`src/rtl/rr_arbiter8way16_pkg.sv`:
```
// Shared constants, state encoding and helpers for the 8-way round-robin arbiter.
// The burst option (ARB_BURST_EN) uses BURST_LEN_C as its default length.
package rr_arbiter8way16_pkg;

    localparam int N_REQ_C     = 8;
    localparam int WIDTH_C     = 16;
    localparam int BURST_LEN_C = 4;
    localparam int SEL_W_C     = 3;

    typedef enum logic {
        ST_IDLE = 1'b0,
        ST_BUSY = 1'b1
    } state_e;

    function automatic logic [N_REQ_C-1:0] onehot8(input logic [SEL_W_C-1:0] i);
        logic [N_REQ_C-1:0] v;
        v    = '0;
        v[i] = 1'b1;
        return v;
    endfunction

endpackage

```
`src/rtl/rr_arbiter8way16_mux.sv`:
```
// 8-way 16-bit word selector driven by a 3-bit select.
module Mux8Way16 (
    input  logic [15:0] a,
    input  logic [15:0] b,
    input  logic [15:0] c,
    input  logic [15:0] d,
    input  logic [15:0] e,
    input  logic [15:0] f,
    input  logic [15:0] g,
    input  logic [15:0] h,
    input  logic [2:0]  sel,
    output logic [15:0] out
);

    always_comb begin
        out = a;
        unique case (sel)
            3'd0: out = a;
            3'd1: out = b;
            3'd2: out = c;
            3'd3: out = d;
            3'd4: out = e;
            3'd5: out = f;
            3'd6: out = g;
            3'd7: out = h;
        endcase
    end

endmodule

```
`src/rtl/rr_arbiter8way16_pick8.sv`:
```
// Rotating priority pick: first set request at or above ptr, wrapping 7->0.
module rr_pick8
    import rr_arbiter8way16_pkg::*;
(
    input  logic [N_REQ_C-1:0] req_i,
    input  logic [SEL_W_C-1:0] ptr_i,
    output logic [SEL_W_C-1:0] idx_o,
    output logic               any_o
);

    logic [SEL_W_C-1:0] cand;

    // Walk offsets high to low so the lowest offset from ptr wins last.
    always_comb begin
        idx_o = '0;
        cand  = '0;
        for (int k = N_REQ_C - 1; k >= 0; k--) begin
            cand = ptr_i + SEL_W_C'(k);
            if (req_i[cand]) begin
                idx_o = cand;
            end
        end
    end

    assign any_o = |req_i;

endmodule

```
`src/rtl/rr_arbiter8way16.sv`:
```
// Round-robin arbiter/sequencer sharing one 16-bit channel among 8 requesters.
// Define ARB_BURST_EN to allow up to BURST_LEN back-to-back words per grant.
module rr_arbiter8way16
    import rr_arbiter8way16_pkg::*;
#(
    parameter int N_REQ     = N_REQ_C,
    parameter int WIDTH     = WIDTH_C
`ifdef ARB_BURST_EN
    ,
    parameter int BURST_LEN = BURST_LEN_C
`endif
) (
    input  logic                   clk,
    input  logic                   reset,
    input  logic [N_REQ-1:0]       req,
    input  logic [N_REQ*WIDTH-1:0] in_data,
    output logic [WIDTH-1:0]       out,
    output logic                   out_valid,
    input  logic                   out_ready,
    output logic [SEL_W_C-1:0]     sel,
    output logic [N_REQ-1:0]       grant,
    output logic [N_REQ-1:0]       ack
);

    state_e             state_q, state_d;
    logic [SEL_W_C-1:0] ptr_q, ptr_d;
    logic [SEL_W_C-1:0] sel_q, sel_d;
    logic [N_REQ-1:0]   grant_q, grant_d;
    logic [N_REQ-1:0]   ack_q, ack_d;
    logic [SEL_W_C-1:0] pick_idx;
    logic               pick_any;
    logic               keep;
    logic [WIDTH-1:0]   word [N_REQ];

`ifdef ARB_BURST_EN
    logic [2:0] cnt_q, cnt_d;
`endif

    for (genvar i = 0; i < N_REQ; i++) begin : g_unpack
        assign word[i] = in_data[i*WIDTH +: WIDTH];
    end

    rr_pick8 u_pick (
        .req_i (req),
        .ptr_i (ptr_q),
        .idx_o (pick_idx),
        .any_o (pick_any)
    );

    Mux8Way16 u_mux (
        .a   (word[0]),
        .b   (word[1]),
        .c   (word[2]),
        .d   (word[3]),
        .e   (word[4]),
        .f   (word[5]),
        .g   (word[6]),
        .h   (word[7]),
        .sel (sel_q),
        .out (out)
    );

    always_ff @(posedge clk) begin
        if (reset) begin
            state_q <= ST_IDLE;
            ptr_q   <= '0;
            sel_q   <= '0;
            grant_q <= '0;
            ack_q   <= '0;
`ifdef ARB_BURST_EN
            cnt_q   <= '0;
`endif
        end else begin
            state_q <= state_d;
            ptr_q   <= ptr_d;
            sel_q   <= sel_d;
            grant_q <= grant_d;
            ack_q   <= ack_d;
`ifdef ARB_BURST_EN
            cnt_q   <= cnt_d;
`endif
        end
    end

    always_comb begin
        state_d = state_q;
        ptr_d   = ptr_q;
        sel_d   = sel_q;
        grant_d = grant_q;
        ack_d   = '0;
        keep    = 1'b0;
`ifdef ARB_BURST_EN
        cnt_d   = cnt_q;
`endif
        unique case (state_q)
            ST_IDLE: begin
                if (pick_any) begin
                    sel_d   = pick_idx;
                    grant_d = onehot8(pick_idx);
                    state_d = ST_BUSY;
`ifdef ARB_BURST_EN
                    cnt_d   = '0;
`endif
                end
            end
            ST_BUSY: begin
                if (out_ready) begin
                    ack_d = onehot8(sel_q);
`ifdef ARB_BURST_EN
                    // Words moved including this one must stay below BURST_LEN.
                    if (req[sel_q] &&
                        (({1'b0, cnt_q} + 4'd1) < 4'(BURST_LEN))) begin
                        keep  = 1'b1;
                        cnt_d = cnt_q + 3'd1;
                    end
`endif
                    if (!keep) begin
                        ptr_d   = sel_q + 3'd1;
                        grant_d = '0;
                        state_d = ST_IDLE;
                    end
                end
            end
            default: state_d = ST_IDLE;
        endcase
    end

    assign out_valid = (state_q == ST_BUSY);
    assign sel       = sel_q;
    assign grant     = grant_q;
    assign ack       = ack_q;

endmodule

```
`config.mk`:
```
export PLATFORM = sky130hd
export DESIGN_NAME = rr_arbiter8way16
export DESIGN_NICKNAME = d
export VERILOG_FILES = /design/src/rtl/rr_arbiter8way16_pkg.sv /design/src/rtl/rr_arbiter8way16_mux.sv /design/src/rtl/rr_arbiter8way16_pick8.sv /design/src/rtl/rr_arbiter8way16.sv
export SDC_FILE = /design/constraint.sdc
export NUM_CORES = 1
export LEC_CHECK = 0
export BUFFER_PORTS_ARGS = -buffer_cell sky130_fd_sc_hd__buf_2
export CORE_MARGIN = 2
export CORE_UTILIZATION = 40
export CTS_CLUSTER_SIZE = 40
export DETAILED_ROUTE_END_ITERATION = 16
export GPL_TIMING_DRIVEN = 0
export PLACE_DENSITY_LB_ADDON = 0.3
export REMOVE_ABC_BUFFERS = 1
export SYNTH_ARGS = -nofsm -noshare
export SYNTH_HDL_FRONTEND = slang
export SYNTH_SLANG_ARGS = --single-unit
```
`constraint.sdc`:
```
create_clock -name clk -period 2.7 [get_ports clk]
set_input_delay 0.81 -clock clk [delete_from_list [all_inputs] [get_ports clk]]
set_output_delay 0.81 -clock clk [all_outputs]
set_load 0.005 [all_outputs]
```
# [After elaboration in Yosys (flattened, before gate mapping)]
# Index checks and enable logic that the tools add are counted.
[word_totals] input_bits=139 register_bits=23 word_cells=79 output_inout_bits=36
[op_classes] eq_ne=9 n_reduce_logical=8 n_mux=35 n_lt_le_gt_ge=12 n_addsub=8 n_bitwise=2
[op_table] operator="16-bit one-hot mux with 8 select lines" n=1
[op_table] operator="3-bit by 4-bit < comparator with 1-bit output, second input constant" n=10
[op_table] operator="1-bit binary-select mux with 3-bit select" n=8
[op_table] operator="3-bit 2-to-1 mux" n=8
[op_table] operator="8-bit 2-to-1 mux" n=2
[op_table] operator="8-bit one-hot mux with 2 select lines" n=1
[op_table] operator="3-bit adder, second input constant" n=4
[op_table] operator="3-bit equality test, second input constant" n=4
[op_table] operator="1-bit 2-to-1 mux" n=12
[op_table] operator="8-bit OR reduction" n=1
[op_table] operator="3-bit by 1-bit adder with 3-bit output, second input constant" n=2
[op_table] operator="3-bit by 2-bit adder with 3-bit output, second input constant" n=2
[op_table] operator="1-bit demux with 3-bit select" n=2
[op_table] operator="3-bit by 2-bit equality test with 1-bit output, second input constant" n=2
[op_table] operator="3-bit by 1-bit >= comparator with 1-bit output, second input constant" n=2
[op_table] operator="2-bit AND reduction" n=3
[op_table] operator="2-bit inequality test, second input constant" n=2
[op_table] operator="3-bit by 1-bit equality test with 1-bit output, second input constant" n=1
[op_table] operator="3-bit zero test" n=1
[op_table] operator="3-bit OR reduction" n=1
[op_table] operator="1-bit logical AND" n=2
[op_table] operator="1-bit inverter" n=2
[op_table] operator="1-bit one-hot mux with 2 select lines" n=1

# [Logic depth before layout (Yosys ltp)]
[logic_depth] ltp_word=17 mapped_depth=13 ltp_nobuf=9

# [Cells and area by module]
# From an unflattened synthesis, not the netlist that was laid out.
[hier_totals] cells_unflattened=336 hier_area_um2=2703.8
[modules_own_cells] module="Mux8Way16" seq_area_each_um2=0.0 n_inst=1 area_per_inst_um2=1114.8 cells_per_inst=177
[modules_own_cells] module="rr_arbiter8way16" seq_area_each_um2=460.4 n_inst=1 area_per_inst_um2=797.0 cells_per_inst=74
[modules_own_cells] module="rr_pick8" seq_area_each_um2=0.0 n_inst=1 area_per_inst_um2=792.0 cells_per_inst=85

# [Worst setup path after synthesis]
# OpenSTA, ideal clock, no wires.
[synth_path] path_type="register to register" start="register ptr_q[1]" end="register grant_q[3], in the netlist grant[3]" required_ns=2.641 t_arrival_ns=2.976 path_buffers=3 path_stages_with_launch=13 path_slack_ns=-0.335 setup_ns=0.059 period_less_slack_ns=3.035 path_cell_list="dfxtp_1 buf_6 buf_2 inv_1 ha_1 buf_6 mux2_2 mux4_2 mux2i_1 a311oi_1 a211oi_4 a211oi_2 a22o_1"
[synth_between] elab_chain_len=17 elab_cells_between_ends=38 cone_classes="add/sub (7); order compare (2); mux (28); reduce/logical (1)"
[synth_rtl] item="from (decl)" line="rr_arbiter8way16.sv:26" source="logic [SEL_W_C-1:0] ptr_q, ptr_d;"
[synth_rtl] item="from (signal assigned)" line="rr_arbiter8way16.sv:75" source="ptr_q <= ptr_d;"
[synth_rtl] item="3-bit adder" line="rr_arbiter8way16_pick8.sv:18" source="cand = ptr_i + SEL_W_C'(k);"
[synth_rtl] item="1-bit binary-select mux with 3-bit select" line="rr_arbiter8way16_pick8.sv:19" source="if (req_i[cand]) begin"
[synth_rtl] item="1-bit 2-to-1 mux (not written as such)" line="rr_arbiter8way16_pick8.sv:19"
[synth_rtl] item="3-bit 2-to-1 mux (7 in a row)" line="rr_arbiter8way16_pick8.sv:19"
[synth_rtl] item="3-bit 2-to-1 mux (*)" line="rr_arbiter8way16_pick8.sv:19"
[synth_rtl] item="3-bit by 4-bit < comparator with 1-bit output (not written as such) or 3-bit by 1-bit >= comparator with 1-bit output (tied branches)" line="rr_arbiter8way16_pkg.sv:18" source="v[i] = 1'b1;"
[synth_rtl] item="1-bit logical AND (not written as such)" line="rr_arbiter8way16_pkg.sv:18"
[synth_rtl] item="1-bit 2-to-1 mux (not written as such)" line="rr_arbiter8way16_pkg.sv:18"
[synth_rtl] item="1-bit demux with 3-bit select (*)" line="rr_arbiter8way16_pkg.sv:18"
[synth_rtl] item="8-bit 2-to-1 mux (*)" line="rr_arbiter8way16.sv:97" source="if (pick_any) begin"
[synth_rtl] item="8-bit one-hot mux with 2 select lines (*)" line="rr_arbiter8way16.sv:95" source="unique case (state_q)"
[synth_rtl] item="to (signal assigned)" line="rr_arbiter8way16.sv:77" source="grant_q <= grant_d;"
[synth_rtl] item="to (decl)" line="rr_arbiter8way16.sv:28" source="logic [N_REQ-1:0] grant_q, grant_d;"
# Every way passes the cells marked *; elsewhere a longest branch is shown, timed or not. The select of a mux whose other input is x is not followed.
# A chain may end at the register's enable or synchronous reset.

# [Final worst setup path]
[layout_path] start="register sel_q[1], in the netlist sel[1]" end="output port out[2]"
[layout_between] elab_chain_len=2 elab_cells_between_ends=9 cone_classes="eq/ne (7); mux (1); reduce/logical (1)"
[layout_rtl] item="from (decl)" line="rr_arbiter8way16.sv:27" source="logic [SEL_W_C-1:0] sel_q, sel_d;"
[layout_rtl] item="from (signal assigned)" line="rr_arbiter8way16.sv:76" source="sel_q <= sel_d;"
[layout_rtl] item="3-bit equality test, or another cell as far along" line="rr_arbiter8way16_mux.sv:17" source="unique case (sel)"
[layout_rtl] item="16-bit one-hot mux with 8 select lines (*)" line="rr_arbiter8way16_mux.sv:17"
[layout_rtl] item="to (decl)" line="rr_arbiter8way16.sv:17" source="output logic [WIDTH-1:0] out,"
# Every way passes the cells marked *; elsewhere a longest branch is shown, timed or not.

==> impl_metrics.ini <==
[status]
outcome = finished with violations
violations = negative setup slack

[sta]
grt_setup_unrepaired = yes
clock_skew_ns = 0.00231
max_freq_ghz = 0.353
finalSetupTns_ns = -0.772
slew_headroom_pct = 61.0
hold_viol = 0
setup_viol = 15
period_needed_ns = 2.83
slew_viol_final = 0
setup_slack_ns = -0.132
tightestPinTransition_ns = 0.585
fin_crit_sh_pct = 105

[detailed_routing]
drc = 0
drtIter0Drc = 331
wl_um = 12000
viasPerCell = 6.10
num_vias = 3741
first_pass_iters = 6
antenna_left = 0
routedWlPerCell_um = 19.6

[global_route]
antenna_found_initial = 1
grt_pass1_wl_um = 17700
grt_overflow = 0
grt_max_degree = 22
grt_usage_pct = 29.5
grt_pass1_vias = 3584

[finish]
final-seq-area_um2 = 480
drive_above_1_share_pct = 56.4
final_nets = 680
mostFrequentLayoutCells = 174 x buf_2, 47 x nor2_1, 34 x buf_4, 32 x nand2_1, 21 x a222oi_1
multiInputGateArea_mm2 = 0.00232
final_core_util_pct = 64.2
fill_cells = 592
design_area_mm2 = 0.00432
final_common_cell = buf_2
syn2layout_area_growth_pct = 56.9
stdcell_count = 613

[die]
start_util_pct = 40.9
dieArea_mm2 = 0.00755
die_w_um = 86.9
die_h_um = 86.9
core_mm2 = 0.00672
placementRows = 30
io_pins = 175

[logic_synthesis]
netlist_instances = 331
ys_types = 55
yosys_warnings = 0
ys_ff_latch = 23
synth_edf_count = 0
synth.avg_cell_area_um2 = 8.31
synth_area_mm2 = 0.00275
async_flop_share_pct = 0
synth-main-ff-cell = dfxtp_1
synth-seq-area-share_pct = 16.7

[placed_design]
place_inst = 558
placed_area_mm2 = 0.00358
routabilityCongestion = 0.923
dp_hpwl_um = 7810
io_buffers = 174
place_ws_ns = -1.58

[run]
maxCapViolations = 0

[clocking]
cts_buffers = 3
h-tree-depth = 1
ctsLongestPathBuffers = 2
clk_pin_slew_ns = 0.08
cts_tree = yes
cts_root_buf = clkbuf_8
cts_num_sinks = 23
clk_latency_ns = 0.26

[critical_path]
crit_path_max_fanout = 6
r2r_start = ptr_q[0]$_SDFFE_PP0P_
critPathLaunchType = register
path_cells = buf_6 > ha_4 > buf_6 > buf_12 > a222oi_1 > a31oi_1 > buf_2
crit_buf_inv = 4
critPathMaxStageDelay_ns = 0.49
critPathTopFamily = compound AO/OA/AOI/OAI gates
cp.arrival_ns = 2.02
crit_slowest_cell = a222oi_1
cp_common_cell = buf_6
critical_path.startpoint = sel[1]$_SDFFE_PP0P_
path_class = register to output pin
cp-end-kind = output pin
cp.required_ns = 1.89

[power]
vdd.ir_drop.worst_v = 0.000249
leakage_nw = 1.90
powerDensity_mw_per_mm2 = 389

[hold_path]
hold_start = grant[0]$_SDFFE_PP0P_
hold_class = register to register
[kinds of logic (layout without fill, tap and decap cells)]
logic type                 after synthesis  in the layout  share of synthesized area (%)
AOI/OAI and AO/OA                      111            111                           32.9
and+or+nand+nor                        105            108                           16.6
muxes                                   44             44                           22.3
buffers and inverters                   38            236                           6.55
DFF                                     23             23                           16.7
adders and majority gates                8              8                           3.64
xor gates and xnor gates                 2              2                           1.18
other                                    0              1                              0
[tightest hold or removal path, stage by stage, from the launching register on]
cell,delay [ns]
dfxtp_1,0.31
nand2_1,0.05
o21ai_1,0.05
[per-layer routing]
metal / track usage (%) / vias up / share of wire (%)
met5: 0 / - / 0
met4: 9.52 / 0 / 3.1
met3: 6.64 / 37 / 8.1
met2: 53.6 / 204 / 51
met1: 34.1 / 1782 / 38
li1: - / 1718 / -
[registers in the layout, summed over array words and instances, names as in the netlist]
register and count:
ack 8, grant 8, out_valid 1, ptr_q 3, sel 3
[power breakdown]
| group | internal [mW] | switching [mW] | total, mW |
|---|---|---|---|
| logic | 0.550 | 0.536 | 1.09 |
| registers | 0.356 | 0.0230 | 0.380 |
| clock network | 0.105 | 0.107 | 0.212 |
[final cells by class]
class | instances | area share, %
multi-input cells | 273 | 53.8
repair buffers | 221 | 30.4
flip-flops and latches | 23 | 11.1
well taps | 80 | 2.32
inverters | 11 | 1.25
clock buffers | 4 | 1.04
diodes | 1 | 0.0580
[cells in the mapped netlist (all sizes together) (6+ instances only)]
master  count  share of area (%)
inv        11                1.5
a22o        8                2.5
ha          8                3.6
a22oi      14                3.8
buf        11                2.9
dfxtp      23                 17
a222oi     21                7.6
a31oi      19                4.5
mux4       11                9.0
clkbuf     16                2.2
nand2      32                4.4
nor2       48                6.6
nand2b      6                1.4
mux2       19                7.8
mux2i      14                5.6
a21oi      14                2.7
[through the flow]
step	total power, mW	hold slack, ns
2_1_floorplan	0.880	0.443
3_3_place_gp	1.17	0.435
6_report	1.68	0.446
3_5_place_dp	1.19	0.437
4_1_cts	1.56	0.447
5_1_grt	1.77	0.477
[path summary, 6_finish.rpt]
kind | to | slack [ns] | cells past startpoint
setup / recovery | out[2] | -0.13 | 7
hold / removal | grant[0]$_SDFFE_PP0P_ | 0.45 | 2
setup reg to reg | grant[7]$_SDFFE_PP0P_ | -0.06 | 9
hold reg to reg | grant[0]$_SDFFE_PP0P_ | 0.45 | 2
[timing repair]
action / 4_1_cts / 5_1_grt
setup endpoints to repair: 27 / 26
pin swaps: 17 / 37
hold buffers: 0 / 0
gates cloned: 1 / 2
gates resized for setup: 41 / 31
hold endpoints to repair: 0 / 0
setup buffers: 37 / 10
Note: power is estimated with default switching activity, not from simulation.
